<file path="config.mk">
export PLATFORM = sky130hd
export DESIGN_NAME = rotation_tracker
export DESIGN_NICKNAME = d
export VERILOG_FILES = /design/src/rtl/rotation_tracker.sv
export SDC_FILE = /design/constraint.sdc
export NUM_CORES = 1
export LEC_CHECK = 0
export CORE_MARGIN = 10
export CORE_UTILIZATION = 35
export CTS_CLUSTER_SIZE = 10
export DETAILED_ROUTE_END_ITERATION = 8
export PLACE_DENSITY = 0.56
export SLEW_MARGIN = 20
export SYNTH_ARGS = -nofsm -noshare
export SYNTH_HDL_FRONTEND = slang
export SYNTH_SLANG_ARGS = --single-unit
export TNS_END_PERCENT = 1
</file>
<file path="constraint.sdc">
create_clock -name clk_in -period 8.5 [get_ports clk_in]
set_input_delay 1.7 -clock clk_in [delete_from_list [all_inputs] [get_ports clk_in]]
set_output_delay 1.7 -clock clk_in [all_outputs]
set_load 0.05 [all_outputs]
</file>
<file path="src/rtl/rotation_tracker.sv">
// rotation_tracker
//
// Turns the once-per-revolution IR beam-break pulse into a live angular slice
// index. The revolution period is measured in clock cycles, split into
// ROTATIONAL_RES equal slices, and dtheta steps through them as the panel
// turns. frame_manager samples dtheta whenever theta_valid is high.
//
// Parameters
//   ROTATIONAL_RES  slices per revolution (power of two, >= 2)
//   PERIOD_WIDTH    width of the revolution period counter
//   MIN_PERIOD      shortest accepted revolution in cycles (>= ROTATIONAL_RES)
//
// Ports
//   clk_in       in   system clock
//   rst_in       in   asynchronous active-high reset
//   ir_tripped   in   raw IR sensor, asynchronous; rising edge marks angle 0
//   dtheta       out  current slice index
//   theta_valid  out  one-cycle pulse whenever dtheta is loaded or changes
//   locked       out  high while a valid period is held
//   period       out  last accepted revolution period, in cycles

module rotation_tracker #(
    parameter int ROTATIONAL_RES = 1024,
    parameter int PERIOD_WIDTH   = 24,
    parameter int MIN_PERIOD     = 4096
) (
    input  logic                              clk_in,
    input  logic                              rst_in,
    input  logic                              ir_tripped,
    output logic [$clog2(ROTATIONAL_RES)-1:0] dtheta,
    output logic                              theta_valid,
    output logic                              locked,
    output logic [PERIOD_WIDTH-1:0]           period
);

    localparam int RES_BITS = $clog2(ROTATIONAL_RES);
    localparam int SLICE_W  = PERIOD_WIDTH - RES_BITS;

    localparam logic [PERIOD_WIDTH-1:0] PCNT_MAX   = '1;
    localparam logic [PERIOD_WIDTH-1:0] MIN_P      = PERIOD_WIDTH'(MIN_PERIOD);
    // ROTATIONAL_RES is a power of two, so the last slice index is all-ones.
    localparam logic [RES_BITS-1:0]     DTHETA_MAX = '1;

    typedef enum logic [1:0] {
        S_UNLOCKED = 2'd0,
        S_ACQUIRE  = 2'd1,
        S_LOCKED   = 2'd2
    } state_t;

    state_t                  r_state;
    state_t                  w_state_next;

    logic                    r_sync_meta;
    logic                    r_sync;
    logic                    r_ir_prev;

    logic [PERIOD_WIDTH-1:0] r_pcnt;
    logic [SLICE_W-1:0]      r_scnt;
    logic [SLICE_W-1:0]      r_slice_len;
    logic [RES_BITS-1:0]     r_dtheta;
    logic                    r_theta_valid;
    logic                    r_locked;
    logic [PERIOD_WIDTH-1:0] r_period;

    logic                    w_trip;
    logic                    w_active;
    logic                    w_timeout;
    logic                    w_accept;
    logic                    w_pcnt_clear;
    logic                    w_slice_end;

    // Rising edge of the synchronised sensor; one cycle wide by construction.
    assign w_trip    = r_sync & ~r_ir_prev;

    assign w_active  = (r_state == S_ACQUIRE) || (r_state == S_LOCKED);

    // A saturated counter is not a real measurement, so timeout outranks a
    // trip arriving in the same cycle.
    assign w_timeout = w_active && (r_pcnt == PCNT_MAX);

    // Trips closer than MIN_PERIOD are glitches and leave everything untouched.
    assign w_accept  = w_active && w_trip && !w_timeout && (r_pcnt >= MIN_P);

    assign w_pcnt_clear = ((r_state == S_UNLOCKED) && w_trip) || w_accept;

    // slice_len is at least 1 whenever LOCKED because MIN_PERIOD >= ROTATIONAL_RES.
    assign w_slice_end = (r_state == S_LOCKED) &&
                         (r_scnt == r_slice_len - SLICE_W'(1));

    // NOTE: clocked processes use non-blocking assignments so every register
    // samples the pre-edge values of the others, independent of block order.
    always_ff @(posedge clk_in or posedge rst_in) begin
        if (rst_in) begin
            r_state <= S_UNLOCKED;
        end else begin
            r_state <= w_state_next;
        end
    end

    // NOTE: the default at the top of the block keeps every path assigned,
    // so no latch is inferred for the next-state value.
    always_comb begin
        w_state_next = r_state;
        case (r_state)
            S_UNLOCKED: begin
                if (w_trip) begin
                    w_state_next = S_ACQUIRE;
                end
            end
            S_ACQUIRE, S_LOCKED: begin
                if (w_timeout) begin
                    w_state_next = S_UNLOCKED;
                end else if (w_accept) begin
                    w_state_next = S_LOCKED;
                end
            end
            default: w_state_next = S_UNLOCKED;
        endcase
    end

    always_ff @(posedge clk_in or posedge rst_in) begin
        if (rst_in) begin
            r_sync_meta   <= 1'b0;
            r_sync        <= 1'b0;
            r_ir_prev     <= 1'b0;
            r_pcnt        <= '0;
            r_scnt        <= '0;
            r_slice_len   <= '0;
            r_dtheta      <= '0;
            r_theta_valid <= 1'b0;
            r_locked      <= 1'b0;
            r_period      <= '0;
        end else begin
            r_sync_meta   <= ir_tripped;
            r_sync        <= r_sync_meta;
            r_ir_prev     <= r_sync;

            r_theta_valid <= 1'b0;
            // Registered copy of (state == LOCKED), aligned with r_state.
            r_locked      <= (w_state_next == S_LOCKED);

            if (w_pcnt_clear) begin
                r_pcnt <= PERIOD_WIDTH'(1);
            end else if (r_pcnt != PCNT_MAX) begin
                r_pcnt <= r_pcnt + PERIOD_WIDTH'(1);
            end

            if (w_timeout) begin
                // period keeps the last good measurement for diagnostics.
                r_dtheta <= '0;
                r_scnt   <= '0;
            end else if (w_accept) begin
                // Remainder cycles of the shift fall into the final slice.
                r_period      <= r_pcnt;
                r_slice_len   <= r_pcnt[PERIOD_WIDTH-1:RES_BITS];
                r_scnt        <= '0;
                r_dtheta      <= '0;
                r_theta_valid <= 1'b1;
            end else if (r_state == S_LOCKED) begin
                if (w_slice_end) begin
                    r_scnt <= '0;
                    // A slow panel parks on the last slice until the next trip.
                    if (r_dtheta != DTHETA_MAX) begin
                        r_dtheta      <= r_dtheta + RES_BITS'(1);
                        r_theta_valid <= 1'b1;
                    end
                end else begin
                    r_scnt <= r_scnt + SLICE_W'(1);
                end
            end
        end
    end

    assign dtheta      = r_dtheta;
    assign theta_valid = r_theta_valid;
    assign locked      = r_locked;
    assign period      = r_period;

endmodule

</file>
=== Word-level counts from Yosys, hierarchy flattened ===
Index checks and enable logic that the tools add are counted.

* Bitwise gates (word level): 3
* Muxes and demuxes: 20
* Equal/unequal tests: 7
* Magnitude comparators: 1
* Reductions and logical operators: 17
* Add/sub/neg operators: 4

{| class="wikitable"
|+ Operators with widths
! cell !! count
|-
| $mux 14 || 4
|-
| $mux 10 || 5
|-
| $mux 24 || 2
|-
| $add 24x1->24 const B || 1
|-
| $eq 24x24->1 const B || 1
|-
| $ge 24x13->1 const B || 1
|-
| $ne 24x24->1 const B || 1
|-
| $add 14x1->14 const B || 1
|-
| $eq 14x14->1 || 1
|-
| $sub 14x1->14 const B || 1
|-
| $add 10x1->10 const B || 1
|-
| $ne 10x10->1 const B || 1
|-
| $reduce_bool 3->1 || 3
|-
| $logic_and 1x1->1 || 6
|-
| $mux 2 || 3
|-
| $mux 1 || 5
|-
| $eq 2x2->1 const B || 2
|-
| $pmux 2 s2 || 1
|-
| $reduce_and 3->1 || 1
|-
| $eq 2x1->1 const B || 1
|-
| $logic_not 2->1 || 1
|-
| $logic_or 1x1->1 || 2
|-
| $not 1->1 || 2
|-
| $reduce_and 2->1 || 1
|-
| other kinds (4) || 4
|}

* Output and inout bits: 36
* Register bits: 93
* Word-level logic and storage cells: 63
* Bits of input ports: 3

=== Depth between registers and ports, before layout ===
* Word-level depth: 10
* Depth in mapped cells: 11
* Depth with buffers taken out: 10

=== Worst setup path after synthesis ===
OpenSTA, ideal clock, no wires.

* Path type: reg-to-reg
* Start: reg r_slice_len[6]
* End: reg r_dtheta[6] (netlist: dtheta[6])
* Path buffers: 1
* Clock period less this slack: 3.254 ns
* Arrival time: 3.134 ns
* Setup slack: 5.246 ns
* Required time: 8.380 ns
* Library setup time: 0.120 ns
* Stages on the path, launching flop included: 10
* Path through: dfrtp_1 > buf_6 > or4_4 > or4_4 > or4_1 > o211ai_2 > o211ai_4 > nor3b_4 > a21oi_1 > a31o_1

* Cells in the longest elaborated chain, start to end: 5

{| class="wikitable"
|+ RTL lines
! item !! line !! RTL
|-
| start: declaration || 59 || <nowiki>logic [SLICE_W-1:0] r_slice_len;</nowiki>
|-
| start signal: assignment || 155 || <nowiki>r_slice_len <= r_pcnt[PERIOD_WIDTH-1:RES_BITS];</nowiki>
|-
| $sub 14x1->14 || 88 || <nowiki>(r_scnt == r_slice_len - SLICE_W'(1));</nowiki>
|-
| $eq 14x14->1 || 88 ||
|-
| $logic_and 1x1->1 || 87 || <nowiki>assign w_slice_end = (r_state == S_LOCKED) &&</nowiki>
|-
| $reduce_bool 3->1 (no source line) || n/a ||
|-
| $reduce_and 3->1 (no source line) || n/a ||
|-
| end signal: assignment || 164 || <nowiki>r_dtheta <= r_dtheta + RES_BITS'(1);</nowiki>
|-
| end: declaration || 60 || <nowiki>logic [RES_BITS-1:0] r_dtheta;</nowiki>
|}

No other way between the ends.
A chain may end at the register's enable or synchronous reset.

==> run metrics <==
register area=0.00198 mm²; Initial Util=0.362; Final Core Density=0.434; io pins=39; grt ovf=0; Static Leak=~2.3 nW; ys flop type=dfrtp_1; met3 usage=0.0273; Critical Path AT=about 1.8 ns; layout cell share with drive strength beyond 1=0.0645; worst hold path depth=0; worst reg2reg endpoint=dtheta[6]; chip height=129 µm; Ys Warns=0; Post-synth EDFFs=0; Design Power=around 0.00088 W; largest net degree at the start of global routing=80; H-tree depth=3; Die Wd=129 µm; Setup CP Type=register to output port; HPWL after DPL=6620 µm; All-Layer GR Usage=0.120; Async SR Flop Fraction=1.00; worst reg2reg path startpoint=r_slice_len[5]; busiest grt layer=met2; hold_buf cts=0; setup bufs post-CTS=0; post-route ant nets=0; full die area=0.0167 mm²; Port Buffer Count=38; synth unique cells=49; Cell Chain, Critical Path=clkdlybuf4s50_1; commonest non-fill, non-tap cell in the layout=dfrtp_1; met2 usage=0.178; status=finished clean; Hold Path Sink=r_sync; first-pass GRT wire length=around 16000 µm; Fin. Hold Viols=0; worst skew pair latency=0.34 ns; Layout Nets=approximately 470; FILL cells=1116; CP Launch Type=register; Resized cells post-CTS=0; slowest CP cell=clkdlybuf4s50_1; CTS tree=yes; fin crit period=3.47 ns; FP Rows=39; CTS Buf Count=9; routed len/inst=15.5 µm; sequential cell area fraction in the yosys report=0.472; Via density=5.20; Least-Margin Pin Slew=0.824 ns; Clock Pin Slew Worst Setup and Hold Paths=~0.060 ns; Syn Nets=approximately 440; Slew headroom=0.450; CTS Sinks=79; CP max FO=13; hold crit path type=register to register; routability cong.=0.819; Hold Startpoint=r_sync_meta; via count=roughly 3200; Clock Path Buffers=2; synthesized instance count=between 400 and 500; fin crit share=0.408; met1 Resource Use GR=0.160; reg2reg path depth=8; Layout area overhead=19.9%; commonest non-fill, non-tap cells in the layout=79 x dfrtp_1, 62 x nor2_1, 38 x clkdlybuf4s50_1, 35 x nand2_1, 33 x xor2_1; Clock Skew=0.00912 ns; Residual DRC=0; Antenna Cells=0; Max stage delay on crit path=0.88 ns; initial antenna violation count=0; Max VDD drop=0.0000892 V; # setup viols final=0; Root Driver=clkbuf_16; setup TNS=0 ns; Top delay family on crit path=buffers and inverters; WL final=about 9400 µm; Hold Worst Slack=0.347 ns; maxcap violations=0; f_max=288 MHz; mapped cell area=0.00419 mm²; core area=0.0116 mm²; flops & latches, synth=79; R2R setup slack=5.23 ns; DRT iter0 DRCs=246; vias in the first global route=3168; P per Cell Area=176 mW/mm²; RSZ-0062 raised after global routing=no; Crit. End Element=output port; Initial DRT Pass Iterations=4; max-slew violations=0; CP Buf/Inv Count=1; syn avg cell area=a little under 10 µm²; Crit path required time=6.80 ns; area of the multi-input gates=0.00209 mm²
## worst max-delay path by stage
stage / start / end / slack, ns / cells past startpoint
final: r_slice_len[5] / period[15] / 5.03 / 1
after detailed placement: r_slice_len[5] / dtheta[6] / 5.27 / 8
after floorplan: rst_in / dtheta[0] / 4.78 / 1
after CTS: r_slice_len[5] / period[15] / 5.02 / 1
after global routing: r_slice_len[5] / period[15] / 4.98 / 1
after global placement: r_slice_len[5] / dtheta[6] / 5.38 / 8
## Yosys cell counts (3+ instances only)
| library cell | count | share of area |
|---|---|---|
| or3_1 | 4 | 0.0060 |
| o21ai_1 | 5 | 0.0060 |
| a21oi_1 | 10 | 0.012 |
| nor2_1 | 62 | 0.056 |
| nor2b_1 | 5 | 0.0075 |
| nor4_1 | 7 | 0.010 |
| dfrtp_1 | 79 | 0.47 |
| xnor2_1 | 18 | 0.038 |
| clkbuf_1 | 14 | 0.013 |
| and4_1 | 4 | 0.0084 |
| ha_1 | 8 | 0.024 |
| xor2_1 | 33 | 0.069 |
| or4_1 | 4 | 0.0072 |
| nand3b_1 | 3 | 0.0054 |
| mux2_1 | 20 | 0.054 |
| or2_1 | 3 | 0.0045 |
| nand2b_1 | 5 | 0.0075 |
| nand2_1 | 35 | 0.031 |
| inv_1 | 15 | 0.013 |
| and3_1 | 14 | 0.021 |
| o21ai_0 | 4 | 0.0048 |
| and2_1 | 6 | 0.0090 |
| nor3_1 | 7 | 0.0084 |
| nand3_1 | 11 | 0.013 |
| nand4_1 | 17 | 0.025 |
## flip-flops by register name, indices dropped and copies added (netlist names)
name         count
r_ir_prev        1
theta_valid      1
locked           1
r_slice_len     14
r_sync           1
r_state          2
dtheta          10
period          10
r_sync_meta      1
r_pcnt          24
r_scnt          14
## power breakdown
group,total [W],switching [W],internal [W]
logic,0.0000621,0.0000380,0.0000241
registers,0.000408,0.0000174,0.000391
clock network,0.000413,0.000149,0.000264
## logic make-up (layout without fill, tap and decap cells)
family	count (synthesis)	in the layout	synth area share
AO/OA/AOI/OAI	36	36	0.0592
AND/OR/NAND/NOR	198	198	0.249
XOR/XNOR	51	51	0.107
adder cells (fa/ha/maj)	8	8	0.0239
buffers and inverters	31	71	0.0299
multiplexers	22	22	0.0586
flip-flops	79	79	0.472
## layer usage
layer,vias to the layer above,part of all wire
li1,1550,-
met1,1537,0.48
met2,59,0.44
met3,13,0.052
met4,0,0.024
met5,-,0
## cell type report
class	instances	share of cell area
Inverter	15	0.0112
Clock buffer	12	0.0491
Tap cell	143	0.0356
Timing Repair Buffer	41	0.0810
Multi-Input combinational cell	315	0.416
Sequential cell	79	0.394
Clock inverter	3	0.0135
## stage by stage
step                      std cells  worst slack (ns)  area (µm²)
after floorplan                 425              4.78        4190
after global placement          593              5.38        4700
after detailed placement        593              5.27        4700
after CTS                       608              5.02        5020
after global routing            608              4.98        5020
final                           608              5.03        5020
Power figures use the tool's default switching activity.
